`config.mk`:
```
export PLATFORM = sky130hd
export DESIGN_NAME = complex_dot_initiator
export DESIGN_NICKNAME = d
export VERILOG_FILES = /design/src/rtl/complex_pkg.sv /design/src/rtl/cplx_acc.sv /design/src/rtl/complex_dot_initiator.sv
export SDC_FILE = /design/constraint.sdc
export NUM_CORES = 1
export LEC_CHECK = 0
export BUFFER_PORTS_ARGS = -buffer_cell sky130_fd_sc_hd__clkbuf_2
export CORE_AREA = 2 2 114 116
export CTS_CLUSTER_SIZE = 24
export DETAILED_ROUTE_END_ITERATION = 6
export DIE_AREA = 0 0 116 118
export GPL_ROUTABILITY_DRIVEN = 1
export PLACE_DENSITY = 0.84
export SYNTH_ARGS = -nofsm -noshare
export SYNTH_HDL_FRONTEND = slang
export SYNTH_SLANG_ARGS = --single-unit
```
`constraint.sdc`:
```
create_clock -name i_clk -period 7.15 [get_ports i_clk]
set_clock_uncertainty 0.1 [all_clocks]
set_input_delay 1.0725 -clock i_clk [delete_from_list [all_inputs] [get_ports i_clk]]
set_output_delay 1.0725 -clock i_clk [all_outputs]
set_load 0.02 [all_outputs]
```
`src/rtl/complex_pkg.sv`:
```
// rtl/complex_pkg.sv - shared widths, packing order and FSM states for the complex dot-product initiator
package complex_pkg;

  localparam int OP_W      = 8;
  localparam int RES_W     = 18;
  // Operand packet {x1, y1, x2, y2}, result packet {re, im}, MSB first
  localparam int OP_PKT_W  = 4 * OP_W;
  localparam int RES_PKT_W = 2 * RES_W;
  localparam int RE_LSB    = RES_W;
  localparam int IM_LSB    = 0;

  // One accumulator bit of headroom per length bit keeps a full-length sum exact
  function automatic int acc_w(input int len_w);
    return RES_W + len_w;
  endfunction

  typedef enum logic [1:0] {
    ST_IDLE,
    ST_RUN,
    ST_DONE
  } state_e;

endpackage

```
`src/rtl/cplx_acc.sv`:
```
// rtl/cplx_acc.sv - clearable signed complex accumulator with product sign-extension
module cplx_acc
  import complex_pkg::*;
#(
  parameter int ACC_W = 26
) (
  input  logic                 i_clk,
  input  logic                 i_rst,
  input  logic                 i_clear,
  input  logic                 i_add_en,
  input  logic [RES_PKT_W-1:0] i_data,
  output logic [2*ACC_W-1:0]   o_acc
);

  logic [RES_W-1:0] w_re;
  logic [RES_W-1:0] w_im;
  logic [ACC_W-1:0] w_re_ext;
  logic [ACC_W-1:0] w_im_ext;
  logic [ACC_W-1:0] r_re;
  logic [ACC_W-1:0] r_im;

  assign w_re     = i_data[RE_LSB +: RES_W];
  assign w_im     = i_data[IM_LSB +: RES_W];
  assign w_re_ext = {{(ACC_W-RES_W){w_re[RES_W-1]}}, w_re};
  assign w_im_ext = {{(ACC_W-RES_W){w_im[RES_W-1]}}, w_im};

  always_ff @(posedge i_clk) begin
    if (i_rst || i_clear) begin
      r_re <= '0;
      r_im <= '0;
    end else if (i_add_en) begin
      r_re <= r_re + w_re_ext;
      r_im <= r_im + w_im_ext;
    end
  end

  assign o_acc = {r_re, r_im};

endmodule

```
`src/rtl/complex_dot_initiator.sv`:
```
// rtl/complex_dot_initiator.sv - streams N operand packets to the complex multiplier and sums the N products
module complex_dot_initiator
  import complex_pkg::*;
#(
  parameter int LEN_W = 8
) (
  input  logic                          i_clk,
  input  logic                          i_rst,
  input  logic                          i_cmd_val,
  output logic                          o_cmd_rdy,
  input  logic [LEN_W-1:0]              i_cmd_len,
  input  logic                          i_smp_val,
  output logic                          o_smp_rdy,
  input  logic [OP_PKT_W-1:0]           i_smp_data,
  output logic                          o_op_val,
  input  logic                          i_op_rdy,
  output logic [OP_PKT_W-1:0]           o_op_data,
  input  logic                          i_res_val,
  output logic                          o_res_rdy,
  input  logic [RES_PKT_W-1:0]          i_res_data,
  output logic                          o_acc_val,
  input  logic                          i_acc_rdy,
  output logic [2*acc_w(LEN_W)-1:0]     o_acc_data
);

  localparam int ACC_W = acc_w(LEN_W);

  state_e              r_state;
  state_e              w_next;
  logic [LEN_W-1:0]    r_len;
  logic [LEN_W-1:0]    r_iss_cnt;
  logic [LEN_W-1:0]    r_rcv_cnt;
  logic                r_op_val;
  logic [OP_PKT_W-1:0] r_op_data;

  logic w_cmd_acc;
  logic w_smp_acc;
  logic w_res_acc;
  logic w_op_xfer;

  assign w_cmd_acc = o_cmd_rdy & i_cmd_val;
  assign w_smp_acc = o_smp_rdy & i_smp_val;
  assign w_res_acc = o_res_rdy & i_res_val;
  assign w_op_xfer = r_op_val & i_op_rdy;

  always_ff @(posedge i_clk) begin
    if (i_rst) r_state <= ST_IDLE;
    else       r_state <= w_next;
  end

  always_comb begin
    w_next    = r_state;
    o_cmd_rdy = 1'b0;
    o_smp_rdy = 1'b0;
    o_res_rdy = 1'b0;
    o_acc_val = 1'b0;
    case (r_state)
      ST_IDLE: begin
        // Masked during reset so cmd_rdy first rises the cycle rst drops
        o_cmd_rdy = !i_rst;
        if (i_cmd_val && !i_rst)
          w_next = (i_cmd_len == '0) ? ST_DONE : ST_RUN;
      end
      ST_RUN: begin
        o_smp_rdy = (r_iss_cnt < r_len) && (!r_op_val || i_op_rdy);
        // Multiplier holds a result for one cycle only, so never backpressure it
        o_res_rdy = (r_rcv_cnt < r_len);
        if (o_res_rdy && i_res_val && (r_rcv_cnt == r_len - LEN_W'(1)))
          w_next = ST_DONE;
      end
      ST_DONE: begin
        o_acc_val = 1'b1;
        if (i_acc_rdy) w_next = ST_IDLE;
      end
      default: w_next = ST_IDLE;
    endcase
  end

  always_ff @(posedge i_clk) begin
    if (i_rst) begin
      r_len     <= '0;
      r_iss_cnt <= '0;
      r_rcv_cnt <= '0;
    end else if (w_cmd_acc) begin
      r_len     <= i_cmd_len;
      r_iss_cnt <= '0;
      r_rcv_cnt <= '0;
    end else begin
      if (w_smp_acc) r_iss_cnt <= r_iss_cnt + LEN_W'(1);
      if (w_res_acc) r_rcv_cnt <= r_rcv_cnt + LEN_W'(1);
    end
  end

  // A new sample takes priority over draining the current one
  always_ff @(posedge i_clk) begin
    if (i_rst) begin
      r_op_val  <= 1'b0;
      r_op_data <= '0;
    end else if (w_smp_acc) begin
      r_op_val  <= 1'b1;
      r_op_data <= i_smp_data;
    end else if (w_op_xfer) begin
      r_op_val  <= 1'b0;
    end
  end

  assign o_op_val  = r_op_val;
  assign o_op_data = r_op_data;

  cplx_acc #(
    .ACC_W(ACC_W)
  ) u_acc (
    .i_clk   (i_clk),
    .i_rst   (i_rst),
    .i_clear (w_cmd_acc),
    .i_add_en(w_res_acc),
    .i_data  (i_res_data),
    .o_acc   (o_acc_data)
  );

endmodule

```
== Yosys cells after proc, flatten, opt, wreduce, memory -nomap -nowiden ==
Index checks and enable logic that the tools add are counted.

* Register bits after elaboration: 111
* Bits of input ports: 83
* Output and inout bits: 89
* Logic and storage cells: 49

* Add/sub/neg operators: 5
* Magnitude comparators: 2
* Equal/unequal tests: 6
* Mux-type cells: 11
* Bitwise logic cells: 4
* Reduce and logical (&&, ||, !) cells: 13

{| class="wikitable"
|+ Operators by type and width
! operator !! count
|-
| $add A26 B26 Y26 || 2
|-
| $add A8 B1 Y8 const B || 2
|-
| $lt A8 B8 Y1 || 2
|-
| $eq A8 B8 Y1 || 1
|-
| $logic_not A8 Y1 || 1
|-
| $mux W2 || 4
|-
| $sub A8 B1 Y8 const B || 1
|-
| $mux W1 || 6
|-
| $ne A2 B2 Y1 const B || 3
|-
| $pmux W2 S3 || 1
|-
| $and A1 B1 Y1 || 4
|-
| $logic_and A1 B1 Y1 || 4
|-
| $reduce_and A3 Y1 || 1
|-
| $eq A2 B1 Y1 const B || 1
|-
| $eq A2 B2 Y1 const B || 1
|-
| $logic_not A1 Y1 || 2
|-
| $logic_not A2 Y1 || 1
|-
| $logic_or A1 B1 Y1 || 2
|-
| $reduce_bool A2 Y1 || 1
|-
| $reduce_or A2 Y1 || 1
|}

== Depth between registers and ports, before layout ==
* Word-level depth: 6
* Depth in mapped cells: 11
* Depth with buffers taken out: 10

== Modules after synthesis ==
A second synthesis with hierarchy kept.

* Cell total of the unflattened synthesis: 875
* Area, all modules: 7265.7 µm²

{| class="wikitable"
|+ Modules (own cells, without submodules)
! module !! times used !! cells an instance !! area each (µm²) !! sequential area each (µm²)
|-
| cplx_acc || 1 || 558 || 4374.2 || 1041.0
|-
| complex_dot_initiator || 1 || 317 || 2891.5 || 1181.1
|}

== Worst setup path before layout ==
OpenSTA, ideal clock, no wires.

* Kind: input -> register
* Start: input port i_res_data[0]
* End: register u_acc.r_im[24]
* Library setup time: 122 ps
* Data arrival time: 3096 ps
* Data required time: 6928 ps
* Path slack: 3832 ps
* Cell stages on the path: 10
* Buffers on the path: 0
* Cells stage by stage: ha_1 > fa_1 > a21o_1 > a221oi_2 > a2111oi_2 > nor2_1 > o31ai_1 > o31ai_1 > nor4_1 > nand3b_1

* Word-level cells in the longest chain between the ends: 1

{| class="wikitable"
|+ RTL lines
! item !! RTL line !! source
|-
| from (decl) || complex_dot_initiator.sv:20 || <nowiki>input logic [RES_PKT_W-1:0] i_res_data,</nowiki>
|-
| $add A26 B26 Y26 || cplx_acc.sv:33 || <nowiki>r_im <= r_im + w_im_ext;</nowiki>
|-
| to (signal assigned) || cplx_acc.sv:33 ||
|-
| to (decl) || cplx_acc.sv:20 || <nowiki>logic [ACC_W-1:0] r_im;</nowiki>
|}

No other way between the ends.
A chain may end at the register's enable or synchronous reset.

== Worst setup path in the final report ==
* Start: input port i_rst
* End: register u_acc.r_re[22]

* Word-level cells in the longest chain between the ends: 4

{| class="wikitable"
|+ RTL lines
! item !! RTL line !! source
|-
| from (decl) || complex_dot_initiator.sv:8 || <nowiki>input logic i_rst,</nowiki>
|-
| $logic_not A1 Y1 || complex_dot_initiator.sv:60 || <nowiki>o_cmd_rdy = !i_rst;</nowiki>
|-
| $mux W1 || complex_dot_initiator.sv:57 || <nowiki>case (r_state)</nowiki>
|-
| $and A1 B1 Y1 || complex_dot_initiator.sv:41 || <nowiki>assign w_cmd_acc = o_cmd_rdy & i_cmd_val;</nowiki>
|-
| $logic_or A1 B1 Y1 (*) || cplx_acc.sv:28 || <nowiki>if (i_rst || i_clear) begin</nowiki>
|-
| to (signal assigned) || cplx_acc.sv:32 || <nowiki>r_re <= r_re + w_re_ext;</nowiki>
|-
| to (decl) || cplx_acc.sv:19 || <nowiki>logic [ACC_W-1:0] r_re;</nowiki>
|}

Mark *: on every way between the ends. The rest lies on a longest branch, timed or not.

==> flow_summary_export.csv <==
group,metric,value,unit
timing,worstMarginPinSlew,0.988,ns
global_route,grt_max_degree,74,
setup_path,end_kind,"flop",
timing,fin_crit_sh,48.5,%
routing,drt-total-wl,17.0,mm
pwr,switchingPower,0.498,mW
timing,report.final.hold_viol_count,0,
routing,routedWlPerCell,14.2,um
routing,drtAntennaViolNets,0,
placed_design,dp_hpwl,12.7,mm
routing,drtPass1Iterations,5,
pwr,power_density,183,nW/um^2
placed_design,gp_congestion,0.948,
yosys,synth-edff-count,0,
layout,drive_gt1_share,21.0,%
routing,drt-initial-drc-count,415,
yosys,synthesis.instances,870,
yosys,synth_area_leader_cell,"dfxtp_1",
timing,period_needed,3.47,ns
pwr,p_clk_share,33.4,%
cts,cts_root_buf,"clkbuf_16",
routing,via_per_inst,5.68,
pwr,ir_drop,0.000173,V
setup_path,crit_arrival,3.67,ns
yosys,synth_area_leaders,"dfxtp_1, ha_1, a21oi_1, nand2_1, mux2i_1",
outcome,status,"complete, no violations",
pwr,swShare,32.4,%
pwr,pwr-share-seq,43.5,%
setup_path,cp.required,7.35,ns
global_route,gr-total-overflow,0,
yosys,async_flop_share,0,%
layout,seq_area,2220,um^2
yosys,yosys.area_share.simple,20.7,%
timing,setup_viol,0,
die,io_pins,172,
die,die_y,118,um
yosys,synthMuxAreaShare,5.15,%
placed_design,port_buffers,171,
yosys,synthDominantCellAreaShare,30.9,%
global_route,grt_pass1_wl,28.5,mm
worst_hold_path,whs_path_depth,2,
yosys,syn_area,7190,um^2
timing,whs,0.376,ns
yosys,syn_avg_cell_area,8.27,um^2
timing,fin_setup_tns,0,ns
yosys,synth-main-ff-cell,"dfxtp_1",
cts,cts_setup_buffers,0,
pwr,total_power,1.54,mW
yosys,synth.distinct_cells,70,
global_route,grt_usage,25.1,%
layout,multi_input_area,4660,um^2
die,fp-row-count,41,
die,die-area,13700,um^2
cts,cts_sinks,111,
pwr,intPower,1.04,mW
timing,slew_viol_final,0,
setup_path,slowest_stage,"clkbuf_2",
routing,drc,0,
setup_path,ff2ff_path_depth,8,
die,die_w,116,um
die,core_area,12400,um^2
cts,cts_made_buffers,9,
setup_path,slowest_delay,0.65,ns
cts,cts.clk_slew.worst_paths,0.08,ns
cts,cts_tree,"built",
die,start_util,58.0,%
global_route,grt_pass1_vias,6349,
timing,max_freq,289,MHz
yosys,ys_ff_latch,111,
setup_path,crit_top_cell,"buf_4",
layout,syn_to_final_growth,16.4,%
pwr,p_comb_share,23.1,%
cts,clk-insertion-delay-late,0.37,ns
yosys,yosysSeqAreaShare,30.9,%
yosys,synth_xor_area_share,6.45,%
cts,htree_levels,3,
yosys,synth_compound_area_share,19.9,%
yosys,synth_top_family_by_area,"simple AND/OR/NAND/NOR gates",
routing,vias,6789,
worst_hold_path,hold_class,"reg2reg",
yosys,yosys_warnings,0,
setup_path,path_cells,"clkbuf_2 -> nor4b_2 -> buf_4 -> or2_2 -> buf_4 -> or3_2 -> nor3_1 -> nand3b_1",
setup_path,start_kind,"primary input",
pwr,p_leak,4.10,nW
timing,relSlewSlack,34.1,%
cts,cts.repair.resized,0,
timing,rsz0062_at_grt,"no",
setup_path,path_max_fanout,47,
layout,antennaDiodeCount,0,
global_route,antenna_found_initial,0,
yosys,synthAdderAreaFrac,12.4,%
cts,cts_max_path_buffers,2,
cts,cts_hold_buffers,0,
layout,nets,1172,
layout,num-fill-cells,1060,
yosys,syn_nets,1023,
run,cap_violations,0,
setup_path,criticalPathCategory,"in2reg",
==> cells by family after synthesis <==
family / count (synthesis)
AO/OA/AOI/OAI: 221
XOR/XNOR: 53
adder cells (fa/ha/maj): 70
buffers and inverters: 61
flip-flops: 111
multiplexers: 37
AND/OR/NAND/NOR: 317
==> layer usage <==
layer,routed length [um],vias up,GRT usage (%)
li1,-,3438,-
met1,7560,3124,32.0
met2,8030,209,42.0
met3,1160,18,6.49
met4,222,0,6.70
met5,0,-,0
==> through the flow <==
| step | setup slack [ns] | cell area, um^2 | std cells | util (%) |
|---|---|---|---|---|
| global route | 3.45 | 8380 | 1196 | 67.5 |
| finish | 3.68 | 8380 | 1196 | 67.5 |
| floorplan | 3.83 | 7190 | 870 | - |
| global placement | 3.30 | 8080 | 1180 | 65.1 |
| CTS | 3.65 | 8380 | 1196 | 67.5 |
| detailed placement | 3.27 | 8080 | 1180 | 65.1 |
==> cell usage after synthesis, types with 4 or more instances <==
master      n
xnor2_1    34
o21ai_0    26
a21o_1     30
and3_1     10
nand3_1    35
nor2b_1     7
clkbuf_8    5
buf_2      10
nor3_1     27
or2_2       4
nand2b_1    5
inv_1      23
o211ai_1    4
nor4_1      7
mux2i_1    37
a31oi_1     9
clkbuf_1   17
o21bai_1    8
nand4_1    13
buf_1       4
o21a_1     10
nand2_1   107
o31ai_1    12
nor2_1     76
ha_1       68
o21ai_1     7
xor2_1     19
a21oi_1    84
or3_1       6
dfxtp_1   111
a211oi_1    6
nand3b_1    5
==> final timing paths <==
path                                from                          end  slack, ns
max                                i_rst  u_acc.r_re[22]$_SDFFE_PP0P_       3.68
min          u_acc.r_re[21]$_SDFFE_PP0P_  u_acc.r_re[21]$_SDFFE_PP0P_       0.38
max reg2reg        r_len[4]$_SDFFE_PP0P_  u_acc.r_re[19]$_SDFFE_PP0P_       4.01
min reg2reg  u_acc.r_re[21]$_SDFFE_PP0P_  u_acc.r_re[21]$_SDFFE_PP0P_       0.38
==> critical path, delay by kind of cell <==
family,cells,cell delay (ns)
buf+inv,3,1.22
simple gates,5,1.35
==> sequential cells by signal, summed over array words and instances (netlist names) <==
signal      count
u_acc.r_re     26
u_acc.r_im     26
o_op_data      32
r_rcv_cnt       8
r_len           8
o_op_val        1
r_state         2
r_iss_cnt       8
==> power by group through the flow <==
stage | clock network (mW) | registers, mW | logic (mW)
2_1_floorplan | 0 | 0.707 | 0.236
3_3_place_gp | 0 | 0.683 | 0.346
3_5_place_dp | 0 | 0.683 | 0.353
4_1_cts | 0.523 | 0.669 | 0.354
5_1_grt | 0.552 | 0.673 | 0.394
6_report | 0.513 | 0.669 | 0.354
==> area by class of cell <==
type	count	area share (%)
Clock buffer	10	2.73
Clock inverter	6	0.836
Inverter	23	1.03
Multi-Input combinational cell	698	55.6
Sequential cell	111	26.5
Tap cell	172	2.57
Timing Repair Buffer	176	10.7
==> cell usage in the layout (no fill, tap or decap), drive strengths merged, types with 3 or more instances in the layout <==
cell type and n:
clkbuf 181, o211ai 4, a211oi 7, nand3 35, nand2b 5, nand4 13
o21a 10, mux2i 37, xnor2 34, nand3b 5, nor4 7, a31oi 9
nor3 27, o2111ai 3, a21oi 84, xor2 19, o21ai 33, or3 8
dfxtp 111, or2 4, o31ai 12, nand2 108, ha 68, nor2b 7
inv 28, a21o 30, buf 5, o21bai 8, or4 3, nor2 76
and3 11
Power figures use the tool's default switching activity.
